### config.mk
export PLATFORM = sky130hd
export DESIGN_NAME = user_edge_engine
export DESIGN_NICKNAME = d
export VERILOG_FILES = /design/src/rtl/user_edge_pkg.sv /design/src/rtl/user_edge_regs.sv /design/src/rtl/user_edge_engine.sv
export SDC_FILE = /design/constraint.sdc
export NUM_CORES = 1
export LEC_CHECK = 0
export ABC_AREA = 1
export CAP_MARGIN = 15
export CELL_PAD_IN_SITES_DETAIL_PLACEMENT = 1
export CELL_PAD_IN_SITES_GLOBAL_PLACEMENT = 2
export CORE_MARGIN = 2
export CORE_UTILIZATION = 32
export DETAILED_ROUTE_END_ITERATION = 10
export HOLD_SLACK_MARGIN = 0.03
export PLACE_DENSITY_LB_ADDON = 0.1
export REMOVE_ABC_BUFFERS = 1
export SLEW_MARGIN = 40
export SYNTH_ARGS = -nofsm -noshare
export SYNTH_HDL_FRONTEND = slang
export SYNTH_SLANG_ARGS = --single-unit
### constraint.sdc
create_clock -name clk_i -period 5.65 [get_ports clk_i]
set_clock_uncertainty 0.05 [all_clocks]
set_input_delay 0.8475 -clock clk_i [delete_from_list [all_inputs] [get_ports clk_i]]
set_output_delay 0.8475 -clock clk_i [all_outputs]
set_load 0.1 [all_outputs]
### src/rtl/user_edge_pkg.sv
// user_edge_pkg: register map, FSM states, image geometry and OBI types for the edge engine
package user_edge_pkg;

    localparam int ImgDim = 16;
    localparam int NumPix = ImgDim * ImgDim;
    localparam logic [3:0] LastPos = 4'(ImgDim - 1);

    localparam logic [5:0] OffCtrl      = 6'h00;
    localparam logic [5:0] OffStatus    = 6'h04;
    localparam logic [5:0] OffThresh    = 6'h08;
    localparam logic [5:0] OffCount     = 6'h0C;
    localparam logic [5:0] OffBitmap    = 6'h10;
    localparam logic [5:0] OffBitmapEnd = 6'h2C;

    localparam int CtrlStartBit  = 0;
    localparam int StatusBusyBit = 0;
    localparam int StatusDoneBit = 1;

    typedef enum logic [2:0] {IDLE, SCAN, FETCH, CALC, FINISH} state_e;

    typedef struct packed {
        logic        req;
        logic        we;
        logic [3:0]  be;
        logic [31:0] addr;
        logic [31:0] wdata;
        logic        aid;
    } obi_req_t;

    typedef struct packed {
        logic        gnt;
        logic        rvalid;
        logic [31:0] rdata;
        logic        rid;
        logic        err;
    } obi_rsp_t;

    // Neighbour k of pixel idx in fetch order: 0=left, 1=right, 2=up, 3=down
    function automatic logic [31:0] nbr_addr(input logic [7:0] idx, input logic [1:0] k);
        return {24'h0,
                k == 2'd2 ? idx[7:4] - 4'd1 : k == 2'd3 ? idx[7:4] + 4'd1 : idx[7:4],
                k == 2'd0 ? idx[3:0] - 4'd1 : k == 2'd1 ? idx[3:0] + 4'd1 : idx[3:0]};
    endfunction

endpackage

### src/rtl/user_edge_regs.sv
// user_edge_regs: OBI register file holding threshold, status, edge count and edge bitmap
module user_edge_regs
    import user_edge_pkg::*;
(
    input  logic       clk_i,
    input  logic       rst_ni,
    input  obi_req_t   obi_req_i,
    output obi_rsp_t   obi_rsp_o,
    input  logic       upd,
    input  logic [7:0] idx,
    input  logic       hit,
    input  logic       fin,
    output logic       start,
    output logic       busy,
    output logic [8:0] thresh
);

    logic         done;
    logic [8:0]   count;
    logic [255:0] bitmap;
    logic         rvalid_q, rid_q, err_q;
    logic [31:0]  rdata_q;
    logic [5:0]   off;
    logic [2:0]   w;
    logic         wr, is_bm, known, err, thr_wr;
    logic [31:0]  rd;
    logic         unused_bits;

    assign unused_bits = ^{obi_req_i.be, obi_req_i.addr[31:6], obi_req_i.wdata[31:9]};

    // Address decode, read mux and access-error classification
    always_comb begin
        off = obi_req_i.addr[5:0];
        wr = obi_req_i.we;
        is_bm = off >= OffBitmap && off <= OffBitmapEnd && off[1:0] == 2'b00;
        w = 3'(off[5:2] - 4'd4);
        known = off == OffCtrl || off == OffStatus || off == OffThresh || off == OffCount || is_bm;
        rd = off == OffStatus ? {30'b0, done, busy} :
             off == OffThresh ? {23'b0, thresh} :
             off == OffCount  ? {23'b0, count} :
             is_bm            ? bitmap[{w, 5'b0} +: 32] : 32'b0;
        err = !known || (wr && (off == OffStatus || off == OffCount || is_bm || (off == OffThresh && busy)));
        start = obi_req_i.req && wr && off == OffCtrl && obi_req_i.wdata[CtrlStartBit] && !busy;
        thr_wr = obi_req_i.req && wr && off == OffThresh && !busy;
        obi_rsp_o = '{gnt: obi_req_i.req, rvalid: rvalid_q, rdata: rdata_q, rid: rid_q, err: err_q};
    end

    // Registered response plus register/result storage updates
    always_ff @(posedge clk_i or negedge rst_ni) begin
        if (!rst_ni) begin
            rvalid_q <= 1'b0;
            rdata_q <= '0;
            rid_q <= 1'b0;
            err_q <= 1'b0;
            thresh <= '0;
            busy <= 1'b0;
            done <= 1'b0;
            count <= '0;
            bitmap <= '0;
        end else begin
            rvalid_q <= obi_req_i.req;
            if (obi_req_i.req) begin
                rdata_q <= wr ? 32'b0 : rd;
                rid_q <= obi_req_i.aid;
                err_q <= err;
            end
            if (thr_wr) thresh <= obi_req_i.wdata[8:0];
            if (start) begin
                busy <= 1'b1;
                done <= 1'b0;
                count <= '0;
                bitmap <= '0;
            end else begin
                if (upd) begin
                    bitmap[idx] <= hit;
                    count <= count + 9'(hit);
                end
                if (fin) begin
                    busy <= 1'b0;
                    done <= 1'b1;
                end
            end
        end
    end

endmodule

### src/rtl/user_edge_engine.sv
// user_edge_engine: scans a 16x16 image via the ROM accel port and builds a thresholded edge bitmap
module user_edge_engine
    import user_edge_pkg::*;
(
    input  logic        clk_i,
    input  logic        rst_ni,
    input  obi_req_t    obi_req_i,
    output obi_rsp_t    obi_rsp_o,
    output logic        accel_req_o,
    output logic [31:0] accel_addr_o,
    input  logic [7:0]  accel_data_i,
    input  logic        accel_valid_i,
    output logic        irq_o
);

    state_e          state;
    logic [7:0]      idx;
    logic [1:0]      fcnt;
    logic [2:0]      vcnt;
    logic [3:0][7:0] pix;
    logic            start, busy, border, got, hit, adv, fin;
    logic [8:0]      thresh, gx, gy, mag;
    logic [7:0]      d_px;

    user_edge_regs u_regs (
        .clk_i     (clk_i),
        .rst_ni    (rst_ni),
        .obi_req_i (obi_req_i),
        .obi_rsp_o (obi_rsp_o),
        .upd       (got),
        .idx       (idx),
        .hit       (hit),
        .fin       (fin),
        .start     (start),
        .busy      (busy),
        .thresh    (thresh)
    );

    // Gradient datapath; the down pixel is taken straight off the bus when it is the 4th return
    always_comb begin
        border = idx[7:4] == 4'h0 || idx[7:4] == LastPos || idx[3:0] == 4'h0 || idx[3:0] == LastPos;
        d_px = vcnt == 3'd3 ? accel_data_i : pix[3];
        gx = {1'b0, pix[1]} - {1'b0, pix[0]};
        gy = {1'b0, d_px} - {1'b0, pix[2]};
        mag = (gx[8] ? -gx : gx) + (gy[8] ? -gy : gy);
        hit = mag > thresh;
        got = state == CALC && (vcnt == 3'd4 || (vcnt == 3'd3 && accel_valid_i));
        adv = (state == SCAN && border) || got;
        fin = adv && idx == 8'hFF;
    end

    // Scan FSM: CALC also absorbs the wait for late ROM returns, so it is one cycle with a 1-cycle ROM
    always_ff @(posedge clk_i or negedge rst_ni) begin
        if (!rst_ni) begin
            state <= IDLE;
            idx <= '0;
            fcnt <= '0;
            vcnt <= '0;
            pix <= '0;
            accel_req_o <= 1'b0;
            accel_addr_o <= '0;
            irq_o <= 1'b0;
        end else begin
            irq_o <= fin;
            if (accel_valid_i && (state == FETCH || state == CALC) && !vcnt[2]) begin
                pix[vcnt[1:0]] <= accel_data_i;
                vcnt <= vcnt + 3'd1;
            end
            if (start) begin
                state <= SCAN;
                idx <= '0;
            end else begin
                case (state)
                    SCAN:
                        if (border) begin
                            idx <= idx + 8'd1;
                            state <= idx == 8'hFF ? FINISH : SCAN;
                        end else begin
                            state <= FETCH;
                            fcnt <= '0;
                            vcnt <= '0;
                            accel_req_o <= 1'b1;
                            accel_addr_o <= nbr_addr(idx, 2'd0);
                        end
                    FETCH: begin
                        fcnt <= fcnt + 2'd1;
                        if (fcnt == 2'd3) begin
                            accel_req_o <= 1'b0;
                            state <= CALC;
                        end else begin
                            accel_addr_o <= nbr_addr(idx, fcnt + 2'd1);
                        end
                    end
                    CALC:
                        if (got) begin
                            idx <= idx + 8'd1;
                            state <= idx == 8'hFF ? FINISH : SCAN;
                        end
                    default: state <= IDLE;
                endcase
            end
        end
    end

endmodule

== After elaboration in Yosys (flattened, before gate mapping) ==
Index checks and enable logic that the tools add are counted.

* $lt $le $gt $ge: 7
* Bitwise operators: 1
* Multiplexer cells: 48
* Shift operators: 1
* Equal/unequal tests: 21
* Reductions and logical operators: 49
* Add/subtract/negate cells: 14

{| class="wikitable"
|+ Operators with widths
! operator !! number
|-
| $mux W256 || 2
|-
| $bwmux W256 || 1
|-
| $shiftx A256 B9 Y32 || 1
|-
| $mux W32 || 7
|-
| $pmux W32 S2 || 1
|-
| $mux W8 || 5
|-
| $mux W9 || 4
|-
| $bwmux W32 || 1
|-
| $mux W3 || 9
|-
| $logic_and A1 B1 Y1 || 18
|-
| $neg A9 Y9 || 2
|-
| $sub A8 B8 Y9 || 2
|-
| $demux W8 S2 || 1
|-
| $mux W4 || 4
|-
| $pmux W8 S2 || 1
|-
| $logic_or A1 B1 Y1 || 14
|-
| $eq A6 B4 Y1 const B || 2
|-
| $add A9 B1 Y9 || 1
|-
| $add A9 B9 Y9 || 1
|-
| $eq A3 B2 Y1 const B || 3
|-
| $gt A9 B9 Y1 || 1
|-
| $lt A8 B9 Y1 const B || 1
|-
| $pmux W3 S3 || 1
|-
| $add A4 B1 Y4 const B || 2
|-
| 36 further kinds || 56
|}

* Register bits: 393
* Word-level logic and storage cells: 161

== Longest topological paths before layout ==
* Depth in word-level cells: 10
* Gate-level depth with buffers: 44

== Cells and area by module ==
Synthesis repeated with hierarchy kept, for this count alone.

* Cells, all modules: 2511
* Area total of the unflattened synthesis: 19691.4 um^2

{| class="wikitable"
|+ By module, submodules not included
! module !! instances !! cells an instance !! area each (um^2)
|-
| user_edge_regs || 1 || 1847 || 14890.5
|-
| user_edge_engine || 1 || 664 || 4800.9
|}

== Worst setup path before layout ==
OpenSTA, ideal clock, no wires.

* Kind: register to register
* Start: register vcnt[0]
* End: register u_regs.count[8]
* Clock period less this slack: 6.172 ns
* Cell stages (with the launch flop): 42
* Library setup time: 0.117 ns
* Arrival time: 6.005 ns
* Path buffers: 3
* Data required time: 5.483 ns
* Setup slack: -0.522 ns
* Path through: dfrtp_1 -> ha_1 -> ha_1 -> inv_1 -> clkbuf_1 -> o21ai_0 -> ha_1 -> a21oi_1 -> o21ai_0 -> a21oi_1 -> nand2_1 -> xnor2_1 -> inv_1 -> ha_1 -> a21oi_1 -> nand2_1 -> nand2_1 -> nand2_1 -> [... 6 more ...] -> ha_1 -> nand2_1 -> nor2_1 -> nand2_1 -> o21ai_0 -> nand2_1 -> clkbuf_1 -> clkbuf_1 -> inv_1 -> ha_1 -> ha_1 -> inv_1 -> nor3_1 -> nand3_1 -> inv_1 -> nand4_1 -> nor2_1 -> nor2_1

* Word-level cells in the longest chain between the ends: 10
* Elaborated cells between the ends (all ways): 15

{| class="wikitable"
|+ Ends and longest elaborated chain
! element !! line !! text
|-
| start, declared || user_edge_engine.sv:19 || <nowiki>logic [2:0] vcnt;</nowiki>
|-
| start signal, assigned || user_edge_engine.sv:67 || <nowiki>vcnt <= vcnt + 3'd1;</nowiki>
|-
| $eq A3 B2 Y1 || user_edge_engine.sv:42, user_edge_engine.sv:47 ||
|-
| $mux W8 || user_edge_engine.sv:42 || <nowiki>d_px = vcnt == 3'd3 ? accel_data_i : pix[3];</nowiki>
|-
| $sub A8 B8 Y9 || user_edge_engine.sv:44 || <nowiki>gy = {1'b0, d_px} - {1'b0, pix[2]};</nowiki>
|-
| $neg A9 Y9 || user_edge_engine.sv:45 || <nowiki>mag = (gx[8] ? -gx : gx) + (gy[8] ? -gy : gy);</nowiki>
|-
| $mux W9 || user_edge_engine.sv:45 ||
|-
| $add A9 B9 Y9 || user_edge_engine.sv:45 ||
|-
| $gt A9 B9 Y1 || user_edge_engine.sv:46 || <nowiki>hit = mag > thresh;</nowiki>
|-
| $add A9 B1 Y9 || user_edge_regs.sv:76 || <nowiki>count <= count + 9'(hit);</nowiki>
|-
| $mux W9 || user_edge_regs.sv:74 || <nowiki>if (upd) begin</nowiki>
|-
| $mux W9 || user_edge_regs.sv:68 || <nowiki>if (start) begin</nowiki>
|-
| end signal, assigned || user_edge_regs.sv:76 ||
|-
| end, declared || user_edge_regs.sv:19 || <nowiki>logic [8:0] count;</nowiki>
|}

Parallel ways exist; a longest one is shown, timed or not. The select of a mux whose other input is x is not followed.
A chain may end at the register's enable or synchronous reset.

== Final worst setup path ==
* Start: register vcnt[0]
* End: register u_regs.bitmap[168]

* Word-level cells in the longest chain between the ends: 10
* Elaborated cells between the ends (all ways): 15

{| class="wikitable"
|+ Ends and longest elaborated chain
! element !! line !! text
|-
| $eq A3 B2 Y1 || user_edge_engine.sv:42, user_edge_engine.sv:47 ||
|-
| $mux W8 || user_edge_engine.sv:42 ||
|-
| $sub A8 B8 Y9 || user_edge_engine.sv:44 ||
|-
| $neg A9 Y9 || user_edge_engine.sv:45 ||
|-
| $mux W9 || user_edge_engine.sv:45 ||
|-
| $add A9 B9 Y9 || user_edge_engine.sv:45 ||
|-
| $gt A9 B9 Y1 || user_edge_engine.sv:46 ||
|-
| $bwmux W256 || user_edge_regs.sv:75 || <nowiki>bitmap[idx] <= hit;</nowiki>
|-
| $mux W256 || user_edge_regs.sv:74 ||
|-
| $mux W256 || user_edge_regs.sv:68 ||
|-
| end signal, assigned by index || user_edge_regs.sv:75 ||
|-
| end, declared || user_edge_regs.sv:20 || <nowiki>logic [255:0] bitmap;</nowiki>
|}

Parallel ways exist; a longest one is shown, timed or not. The select of a mux whose other input is x is not followed.

==> metrics.cfg <==
[clocking]
htreeDepth = 2
clk_latency_ns = 0.60
cts_buffers = 47
clock_path_buffers = 3
clockRootBuffer = clkbuf_16
cts-hold-fix-buffers = 0
cts.sinks = 369
clk_pin_slew_ns = 0.06
cts_tree = yes

[yosys]
synthAdderAreaFrac_pct = 3.811
ys_seq_area_share_pct = 46.26
synthXorXnorAreaFrac_pct = 1.404
synth_top_family_by_area = compound AO/OA/AOI/OAI gates
yosys_warnings = 0
synth_flop_cell = dfrtp_1
synth_compound_area_share_pct = 23.02
synth.distinct_cells = 46
synth_edf_count = 0
synthesis.area_um2 = 19960
postSynthAreaPerCell_um2 = 7.909
ys_seq_elements = 369
synthMuxAreaShare_pct = 0.6142
synthArstFlopShare_pct = 100.0
synthCells = 2524
synthSimpleGateAreaFrac_pct = 15.47

[floorplanning]
core.rowCount = 91
coreArea_um2 = 61710
dieArea_um2 = 64400
die_w_um = 253.8
pin_count = 152
die_h_um = 253.8
start_util_pct = 32.35

[drt]
drcViolationCount = 0
drt-pass1-iter-count = 5
drt_iter0_drc = 1165
vias = 18340
viasPerCell = 5.252
wire_per_inst_um = 21.56
wl_mm = 75.31
ant_nets = 0

[timing]
final.period_utilization_pct = 97.34
fin_hold_ws_ns = 0.1427
slew_headroom_pct = 38.44
finalHoldViolations = 0
setup_viol = 0
min_period_ns = 5.500
maxSlewViolCount = 0
fin_setup_tns_ns = 0
worst_slew_pin_slew_ns = 0.9200
rsz0062_at_grt = yes
fmax_mhz = 181.8

[setup_path]
arrival_ns = 5.90
ff2ff_setup_slack_ns = 0.15
critPathBufInv = 8
crit_type = flop to flop
critPathMaxFanout = 47
critPathLaunchType = flop
max_stage_delay_ns = 0.54
critPathCaptureType = flop
cpLargestDelayFamily = adder cells
cp_common_cell = nand2_2
critical_path_required_ns = 6.05
slowest_stage = fa_2

[finish]
syn2layout_area_growth_pct = 19.44
num-fill-cells = 7384
final_layout_size_suffix_gt1_share_pct = 13.29
num_antenna_cells = 0
fin_nets = 2761
post-route-util_pct = 38.64

[placement]
portBuffers = 74
place_hpwl_mm = 45.56
place_congestion = 0.7823

[min_path]
holdCritPathClass = primary input to asynchronous set/reset pin

[global_route]
grt_pass1_wl_mm = 114.5
grt_pass1_vias = 19160
grt_antenna_before_repair = 0
grt.overflow.total = 0
grt_usage_pct = 23.15
grt_max_degree = 147

[status]
status = finished, final reports clean

[job]
cap_violations = 0

[worst paths after layout]
kind / depth (start not counted) / endpoint / from
max: 34 / u_regs.bitmap[168]$_DFFE_PN0P_ / vcnt[0]$_DFF_PN0_
min reg2reg: 2 / u_regs.rid_q$_DFFE_PN0P_ / u_regs.rid_q$_DFFE_PN0P_
min: 1 / u_regs.rdata_q[26]$_DFFE_PN0P_ / rst_ni
max reg2reg: 34 / u_regs.bitmap[168]$_DFFE_PN0P_ / vcnt[0]$_DFF_PN0_
max in group asynchronous: 3 / u_regs.thresh[6]$_DFFE_PN0P_ / rst_ni
min in group clk_i: 2 / u_regs.rid_q$_DFFE_PN0P_ / u_regs.rid_q$_DFFE_PN0P_
[synth_stat cells (4+ instances only)]
library cell	number	area (µm²)
a21oi_1	204	1021
a31oi_1	92	575.6
a32o_1	22	220.2
buf_1	14	52.55
buf_2	14	70.07
buf_4	29	217.7
buf_6	8	90.09
clkbuf_1	106	397.9
dfrtp_1	369	9234
ha_1	56	700.7
inv_1	269	1010
mux2_2	10	112.6
nand2_1	421	1580
nand2_4	8	90.09
nand3_1	45	225.2
nand3b_1	4	30.03
nand4_1	10	62.56
nor2_1	252	945.9
nor3_1	8	40.04
o2111ai_1	7	61.31
o211ai_1	9	67.56
o21ai_0	442	2212
o21ai_1	6	30.03
o22ai_1	53	331.6
xnor2_1	9	78.83
xor2_1	23	201.4
[timing repair]
| action | 4_1_cts | 5_1_grt |
|---|---|---|
| endpoints found under the setup margin | 252 | 251 |
| cloned | 0 | 3 |
| buffers inserted | 7 | 8 |
| pin swaps | 15 | 41 |
| gates resized for setup | 36 | 64 |
[state kept, by name, indices dropped and copies added, names as in the netlist, 3 cells and up]
signal          flops
accel_addr_o        8
u_regs.count        9
u_regs.bitmap     256
vcnt                3
state               3
idx                 8
u_regs.thresh       9
u_regs.rdata_q     32
pix                32
[cell families (layout without fill, tap and decap cells)]
family / count (synthesis) / in the layout
buf+inv: 446 / 555
fa+ha+maj: 59 / 59
compound gates: 844 / 844
simple gates: 762 / 762
mux: 11 / 11
other cells: 1 / 24
flops: 369 / 369
xor+xnor: 32 / 32
[through the flow]
| stage | worst slack (ns) | area, µm² | cells |
|---|---|---|---|
| after detailed placement | -0.8520 | 21660 | 3389 |
| after floorplan | -3.945 | 19200 | 2375 |
| after global routing | -0.2228 | 23840 | 3493 |
| after global placement | -0.6358 | 21870 | 3388 |
| after CTS | 0.002372 | 23430 | 3481 |
| final | 0.1500 | 23840 | 3493 |
[cell usage in the layout (no fill, tap or decap), types with 48 or more instances in the layout]
cell type / n
o21ai_0: 426
nand2_1: 409
dfrtp_1: 369
inv_1: 251
nor2_1: 244
a21oi_1: 191
buf_4: 105
a31oi_1: 92
o22ai_1: 53
clkbuf_16: 52
buf_2: 48
[cell type report]
class	instances	area, µm²	area share (%)
Clock buffer	79	1499	6.286
Clock inverter	6	70.07	0.2939
Inverter	274	1033	4.334
Multi-Input combinational cell	1732	9334	39.15
Sequential cell	369	9234	38.73
Tap cell	837	1047	4.392
Timing Repair Buffer	196	1627	6.822
[worst reg2reg max path: cells and delay by family, from the launching register on]
family	cells	cell delay, ns
DFF	1	0.39
and+or+nand+nor	13	1.08
xor gates and xnor gates	1	0.17
buffers and inverters	8	1.24
AOI/OAI and AO/OA	5	0.67
adders and majority gates	7	1.75
[routing by layer]
metal  track usage (%)  part of all wire, %  up-vias
met5                 0                    0        -
met4             6.185                  2.5        0
met3             3.339                  3.7      114
met2             39.38                   48      336
met1             30.71                   45     9282
li1                  -                    -     8612
Power is left out: the tool's default activity adds up to more than one toggle a clock period on the data nets, which glitch-free logic cannot reach.
